--- config.mk ---
export PLATFORM = sky130hd
export DESIGN_NAME = io_bus_arbiter_flat
export DESIGN_NICKNAME = d
export VERILOG_FILES = /design/src/rtl/io_bus_arbiter_if.sv /design/src/rtl/io_bus_arbiter.sv /design/src/flat_wrapper.sv
export SDC_FILE = /design/constraint.sdc
export NUM_CORES = 1
export LEC_CHECK = 0
export ABC_AREA = 0
export CORE_MARGIN = 5
export CORE_UTILIZATION = 37
export CTS_CLUSTER_DIAMETER = 200
export CTS_CLUSTER_SIZE = 14
export DETAILED_ROUTE_END_ITERATION = 12
export GPL_ROUTABILITY_DRIVEN = 0
export PLACE_DENSITY_LB_ADDON = 0.15
export SYNTH_ARGS = -nofsm -noshare
export SYNTH_HDL_FRONTEND = slang
export SYNTH_SLANG_ARGS = --single-unit
--- constraint.sdc ---
create_clock -name clk -period 3.3 [get_ports clk]
set_input_delay 0.33 -clock clk [delete_from_list [all_inputs] [get_ports clk]]
set_output_delay 0.33 -clock clk [all_outputs]
set_load 0.05 [all_outputs]
--- src/rtl/io_bus_arbiter_if.sv ---
// Request/response channels of the CPU and monitor requesters plus the IO device bus.
// slave = arbiter side, master = requesters and device chain side.
interface io_bus_arbiter_if #(
   parameter int ADR_W = 14
);
   logic             cpu_io_req;
   logic             cpu_io_we;
   logic [ADR_W-1:0] cpu_io_adr;
   logic [31:0]      cpu_io_wdata;
   logic             cpu_io_gnt;
   logic             cpu_io_rvalid;
   logic [31:0]      cpu_io_rdata;

   logic             mon_io_req;
   logic             mon_io_we;
   logic [ADR_W-1:0] mon_io_adr;
   logic [31:0]      mon_io_wdata;
   logic             mon_io_gnt;
   logic             mon_io_rvalid;
   logic [31:0]      mon_io_rdata;

   logic             dma_io_we;
   logic [ADR_W-1:0] dma_io_wadr;
   logic [31:0]      dma_io_wdata;
   logic [ADR_W-1:0] dma_io_radr;
   logic             dma_io_radr_en;
   logic [31:0]      dma_io_rdata_in;

   modport slave (
      input  cpu_io_req, cpu_io_we, cpu_io_adr, cpu_io_wdata,
      output cpu_io_gnt, cpu_io_rvalid, cpu_io_rdata,
      input  mon_io_req, mon_io_we, mon_io_adr, mon_io_wdata,
      output mon_io_gnt, mon_io_rvalid, mon_io_rdata,
      output dma_io_we, dma_io_wadr, dma_io_wdata, dma_io_radr, dma_io_radr_en,
      input  dma_io_rdata_in
   );

   modport master (
      output cpu_io_req, cpu_io_we, cpu_io_adr, cpu_io_wdata,
      input  cpu_io_gnt, cpu_io_rvalid, cpu_io_rdata,
      output mon_io_req, mon_io_we, mon_io_adr, mon_io_wdata,
      input  mon_io_gnt, mon_io_rvalid, mon_io_rdata,
      input  dma_io_we, dma_io_wadr, dma_io_wdata, dma_io_radr, dma_io_radr_en,
      output dma_io_rdata_in
   );
endinterface

--- src/rtl/io_bus_arbiter.sv ---
// Round-robin arbiter sharing the IO register bus between the CPU and the UART monitor.
// One access in flight: IDLE -> ISSUE (-> RDWAIT for reads) -> IDLE.
module io_bus_arbiter #(
   parameter int ADR_W = 14
) (
   input  logic             clk,
   input  logic             rst_n,
   io_bus_arbiter_if.slave  bus
);
   typedef enum logic [1:0] {
      IDLE   = 2'd0,
      ISSUE  = 2'd1,
      RDWAIT = 2'd2
   } state_e;

   state_e           state_q, state_d;
   logic             owner_q, owner_d;   // 1 = monitor; also serves as last_owner
   logic             we_q, we_d;
   logic [ADR_W-1:0] adr_q, adr_d;
   logic [31:0]      wdata_q, wdata_d;

   always_ff @(posedge clk or negedge rst_n) begin
      if (!rst_n) begin
         state_q <= IDLE;
         owner_q <= 1'b1;
         we_q    <= 1'b0;
         adr_q   <= '0;
         wdata_q <= '0;
      end else begin
         state_q <= state_d;
         owner_q <= owner_d;
         we_q    <= we_d;
         adr_q   <= adr_d;
         wdata_q <= wdata_d;
      end
   end

   always_comb begin
      logic sel_mon;
      state_d  = state_q;
      owner_d  = owner_q;
      we_d     = we_q;
      adr_d    = adr_q;
      wdata_d  = wdata_q;
      sel_mon  = 1'b0;

      bus.dma_io_we      = 1'b0;
      bus.dma_io_radr_en = 1'b0;
      bus.dma_io_wadr    = '0;
      bus.dma_io_radr    = '0;
      bus.dma_io_wdata   = '0;
      bus.cpu_io_gnt     = 1'b0;
      bus.mon_io_gnt     = 1'b0;
      bus.cpu_io_rvalid  = 1'b0;
      bus.mon_io_rvalid  = 1'b0;
      bus.cpu_io_rdata   = '0;
      bus.mon_io_rdata   = '0;

      case (state_q)
         IDLE: begin
            if (bus.cpu_io_req || bus.mon_io_req) begin
               // Monitor wins if alone, or on contention when the CPU went last.
               sel_mon = bus.mon_io_req && (!bus.cpu_io_req || !owner_q);
               owner_d = sel_mon;
               we_d    = sel_mon ? bus.mon_io_we    : bus.cpu_io_we;
               adr_d   = sel_mon ? bus.mon_io_adr   : bus.cpu_io_adr;
               wdata_d = sel_mon ? bus.mon_io_wdata : bus.cpu_io_wdata;
               state_d = ISSUE;
            end
         end
         ISSUE: begin
            bus.dma_io_we      = we_q;
            bus.dma_io_radr_en = !we_q;
            bus.dma_io_wadr    = adr_q;
            bus.dma_io_radr    = adr_q;
            bus.dma_io_wdata   = we_q ? wdata_q : 32'd0;
            bus.cpu_io_gnt     = !owner_q;
            bus.mon_io_gnt     = owner_q;
            state_d            = we_q ? IDLE : RDWAIT;
         end
         RDWAIT: begin
            bus.cpu_io_rvalid = !owner_q;
            bus.mon_io_rvalid = owner_q;
            bus.cpu_io_rdata  = owner_q ? 32'd0 : bus.dma_io_rdata_in;
            bus.mon_io_rdata  = owner_q ? bus.dma_io_rdata_in : 32'd0;
            state_d           = IDLE;
         end
         default: state_d = IDLE;
      endcase
   end
endmodule

--- src/flat_wrapper.sv ---
// flat-port wrapper written by rule: the top's interface ports become plain ports
module io_bus_arbiter_flat 
#(
   parameter int ADR_W = 14
)
  (clk, rst_n, bus_cpu_io_req, bus_cpu_io_we, bus_cpu_io_adr, bus_cpu_io_wdata, bus_cpu_io_gnt, bus_cpu_io_rvalid, bus_cpu_io_rdata, bus_mon_io_req, bus_mon_io_we, bus_mon_io_adr, bus_mon_io_wdata, bus_mon_io_gnt, bus_mon_io_rvalid, bus_mon_io_rdata, bus_dma_io_we, bus_dma_io_wadr, bus_dma_io_wdata, bus_dma_io_radr, bus_dma_io_radr_en, bus_dma_io_rdata_in);
  io_bus_arbiter_if #(.ADR_W(ADR_W)) bus_i ();
  input  logic clk;
  input  logic rst_n;
  input wire logic [$bits(bus_i.cpu_io_req)-1:0] bus_cpu_io_req;
  input wire logic [$bits(bus_i.cpu_io_we)-1:0] bus_cpu_io_we;
  input wire logic [$bits(bus_i.cpu_io_adr)-1:0] bus_cpu_io_adr;
  input wire logic [$bits(bus_i.cpu_io_wdata)-1:0] bus_cpu_io_wdata;
  output wire logic [$bits(bus_i.cpu_io_gnt)-1:0] bus_cpu_io_gnt;
  output wire logic [$bits(bus_i.cpu_io_rvalid)-1:0] bus_cpu_io_rvalid;
  output wire logic [$bits(bus_i.cpu_io_rdata)-1:0] bus_cpu_io_rdata;
  input wire logic [$bits(bus_i.mon_io_req)-1:0] bus_mon_io_req;
  input wire logic [$bits(bus_i.mon_io_we)-1:0] bus_mon_io_we;
  input wire logic [$bits(bus_i.mon_io_adr)-1:0] bus_mon_io_adr;
  input wire logic [$bits(bus_i.mon_io_wdata)-1:0] bus_mon_io_wdata;
  output wire logic [$bits(bus_i.mon_io_gnt)-1:0] bus_mon_io_gnt;
  output wire logic [$bits(bus_i.mon_io_rvalid)-1:0] bus_mon_io_rvalid;
  output wire logic [$bits(bus_i.mon_io_rdata)-1:0] bus_mon_io_rdata;
  output wire logic [$bits(bus_i.dma_io_we)-1:0] bus_dma_io_we;
  output wire logic [$bits(bus_i.dma_io_wadr)-1:0] bus_dma_io_wadr;
  output wire logic [$bits(bus_i.dma_io_wdata)-1:0] bus_dma_io_wdata;
  output wire logic [$bits(bus_i.dma_io_radr)-1:0] bus_dma_io_radr;
  output wire logic [$bits(bus_i.dma_io_radr_en)-1:0] bus_dma_io_radr_en;
  input wire logic [$bits(bus_i.dma_io_rdata_in)-1:0] bus_dma_io_rdata_in;
  assign bus_i.cpu_io_req = bus_cpu_io_req;
  assign bus_i.cpu_io_we = bus_cpu_io_we;
  assign bus_i.cpu_io_adr = bus_cpu_io_adr;
  assign bus_i.cpu_io_wdata = bus_cpu_io_wdata;
  assign bus_cpu_io_gnt = bus_i.cpu_io_gnt;
  assign bus_cpu_io_rvalid = bus_i.cpu_io_rvalid;
  assign bus_cpu_io_rdata = bus_i.cpu_io_rdata;
  assign bus_i.mon_io_req = bus_mon_io_req;
  assign bus_i.mon_io_we = bus_mon_io_we;
  assign bus_i.mon_io_adr = bus_mon_io_adr;
  assign bus_i.mon_io_wdata = bus_mon_io_wdata;
  assign bus_mon_io_gnt = bus_i.mon_io_gnt;
  assign bus_mon_io_rvalid = bus_i.mon_io_rvalid;
  assign bus_mon_io_rdata = bus_i.mon_io_rdata;
  assign bus_dma_io_we = bus_i.dma_io_we;
  assign bus_dma_io_wadr = bus_i.dma_io_wadr;
  assign bus_dma_io_wdata = bus_i.dma_io_wdata;
  assign bus_dma_io_radr = bus_i.dma_io_radr;
  assign bus_dma_io_radr_en = bus_i.dma_io_radr_en;
  assign bus_i.dma_io_rdata_in = bus_dma_io_rdata_in;
  io_bus_arbiter #(.ADR_W(ADR_W)) u_core (.clk(clk), .rst_n(rst_n), .bus(bus_i));
endmodule
==> impl_metrics.ini <==
[die]
boundaryPins = 260
die_width_um = 106
core-area_um2 = 8810
start_util = 0.384
die_h_um = 106
rows = 34
die-area_um2 = 11100

[clock_network]
h-tree-depth = 2
cts_tree = built
insertion_delay_ps = 290
clockRootBuffer = clkbuf_8
cts_buffers = 5
clock_sinks = 50
ctsResizeCount = 0
cts_hold_buf = 0
post_cts_buffers = 0
cts_buffer_depth = 2
clk_transition_reported_paths_ps = 90

[setup_path]
worstSetupEndpointType = output pin
cp_max_fo = 21
critPathLaunchType = flip-flop
r2r-end = u_core.wdata_q[25]
regToRegSetupSlack_ps = 1150
worstReg2RegStart = u_core.owner_q
path_cells = nor3b_2 > buf_4 > and2_1 > clkdlybuf4s50_1
crit_start = u_core.state_q[0]
worstRegToRegCells = 4
slowest_delay_ps = 820
critical-path-top-delay-family = buffers and inverters
crit_required_ps = 2970
path_buf_inv = 2
worstPathArrival_ps = 2670
cp_slowest_cell = clkdlybuf4s50_1
path_class = flip-flop to output pin

[synthesis]
async_reset_ff_frac = 1.00
avgSynthCellArea_um2 = 11.0
synth_fp_nets = 436
synth_cell_types = 18
ys_warn_count = 0
yosysMostFrequentCell = and2_1
yosysSeqAreaShare = 0.370
netlist.top_cell.by_area = dfrtp_1
synth.area.top_cells = dfrtp_1 (36%), mux2_2 (25%), and2_1 (15%)
synth_edf_count = 0
synth.cell_area_um2 = 3380
yosys_register_bits = 50
synth_commonest_cells = and2_1 (79), mux2_2 (75), dfrtp_1 (49)
synth_top_area_share = 0.363
synthFlopType = dfrtp_1
syn_inst = 306

[outcome]
status = complete, no violations

[timing]
setup_tns_ps = 0
worst_pin_slew_ps = 1110
rsz0062_at_grt = false
clock_skew_ps = 5.98
drv_slew = 0
maxSlewHeadroom = 0.262
max_freq_mhz = 334
finalCritPeriodShare = 0.908
holdWs_ps = 236
post-route-min-period_ps = 3000
final_hold_viol_count = 0
finalSetupViolCount = 0

[finish]
final_nets = 671
drive_gt1_frac = 0.213
fin_cells = 649
area_growth_pct = 78.7
antenna_cells = 0
finalCoreUtilization = 0.686

[power]
p_per_area_nw_per_um2 = 853
internal_power_w = 0.00255
p_leak_nw = 2.52
netSwitchingFraction = 0.505
switchingPower_w = 0.00260
ir_worst_vdd_mv = 0.485
pwr-share-comb = 0.718
p_clk_frac = 0.067
power_frac_seq = 0.215

[detailed_routing]
met3_length_um = 763
firstDrtPassIters = 4
wl_per_cell_um = 17.6
detail_route.wirelength.met1_um = 4640
drt-initial-drc-count = 73
via_per_inst = 4.80
maxUsedRoutingLayer = met4
final_antenna_net_count = 0
vias = 3117
drc = 0
route.met2.wl_um = 5840
wirelength_um = 11400

[grt]
grt_pass1_vias = 3233
grt_pass1_wl_um = 17500
antenna_found_initial = 0
grt_start_max_net_pins = 51
gr-usage-all-layers = 0.194
grt_overflow = 0

[min_path]
min_path_type = primary input to async pin

[placement]
dp_cells = 642
io_buffers = 259
place_hpwl_um = 9200

[flow_run]
maxCapViolations = 0
## worst reg2reg max path, cell delays in order, from the launching register on
cell     delay [ps]
dfstp_2         580
a21bo_2         540
buf_12          290
mux2_2          380
mux2_2          260
## sequential cells by signal, indices dropped and copies added, names as in the netlist
register and count:
u_core.we_q 1, u_core.adr_q 14, u_core.owner_q 1, u_core.wdata_q 32
u_core.state_q 2
## cells in the final DEF (no fill, tap or decap), drive strengths merged
cell type,Yosys,routed
and2,79,79
clkinvlp,0,2
mux2i,1,1
nand2b,1,1
nor2,5,5
clkdlybuf4s50,0,258
nor3b,2,2
clkbuf,14,5
dfrtp,49,49
dfstp,1,1
inv,1,1
nor2b,1,1
and3,32,32
buf,24,8
mux2,94,94
nor3,1,1
a21bo,1,1
## metrics by stage
stage	total power (W)	setup slack (ps)	cell area (µm²)
floorplan	0.00372	880	3380
global placement	0.00479	758	5960
detailed placement	0.00485	620	5960
CTS	0.00521	283	6040
global route	0.00541	153	6040
finish	0.00515	304	6040
## how the worst max path moves through the flow
stage	slack [ps]	endpoint	depth (start not counted)
finish	300	bus_cpu_io_rdata[4]	4
global placement	760	bus_cpu_io_rdata[4]	4
CTS	280	bus_cpu_io_rdata[4]	4
global route	150	bus_cpu_io_rdata[4]	4
floorplan	880	bus_mon_io_rdata[22]	4
detailed placement	620	bus_cpu_io_rdata[4]	4
## layout make-up
cell class,instances,area (µm²)
repair buffers,266,2650
well taps,108,135
fillers,683,2770
inverters,1,3.75
flip-flops and latches,50,1250
multi-input cells,217,1910
clock buffers,5,68.8
clock inverters,2,15.0
## power by group through the flow
stage / clock, W / combinational, W / sequential, W
2_1_floorplan: 0 / 0.00267 / 0.00105
3_3_place_gp: 0 / 0.00369 / 0.00109
3_5_place_dp: 0 / 0.00373 / 0.00112
4_1_cts: 0.000360 / 0.00374 / 0.00111
5_1_grt: 0.000382 / 0.00387 / 0.00115
6_report: 0.000343 / 0.00370 / 0.00111
## metal layers
| metal | global-route usage | vias to the layer above |
|---|---|---|
| li1 | - | 1491 |
| met1 | 0.233 | 1492 |
| met2 | 0.345 | 119 |
| met3 | 0.0538 | 15 |
| met4 | 0.0435 | 0 |
| met5 | 0 | - |
## kinds of logic after synthesis
logic type	synth area share
and+or+nand+nor	0.221
AOI/OAI and AO/OA	0.00296
DFF	0.370
muxes	0.337
buffers and inverters	0.0688
Power figures use the tool's default switching activity.
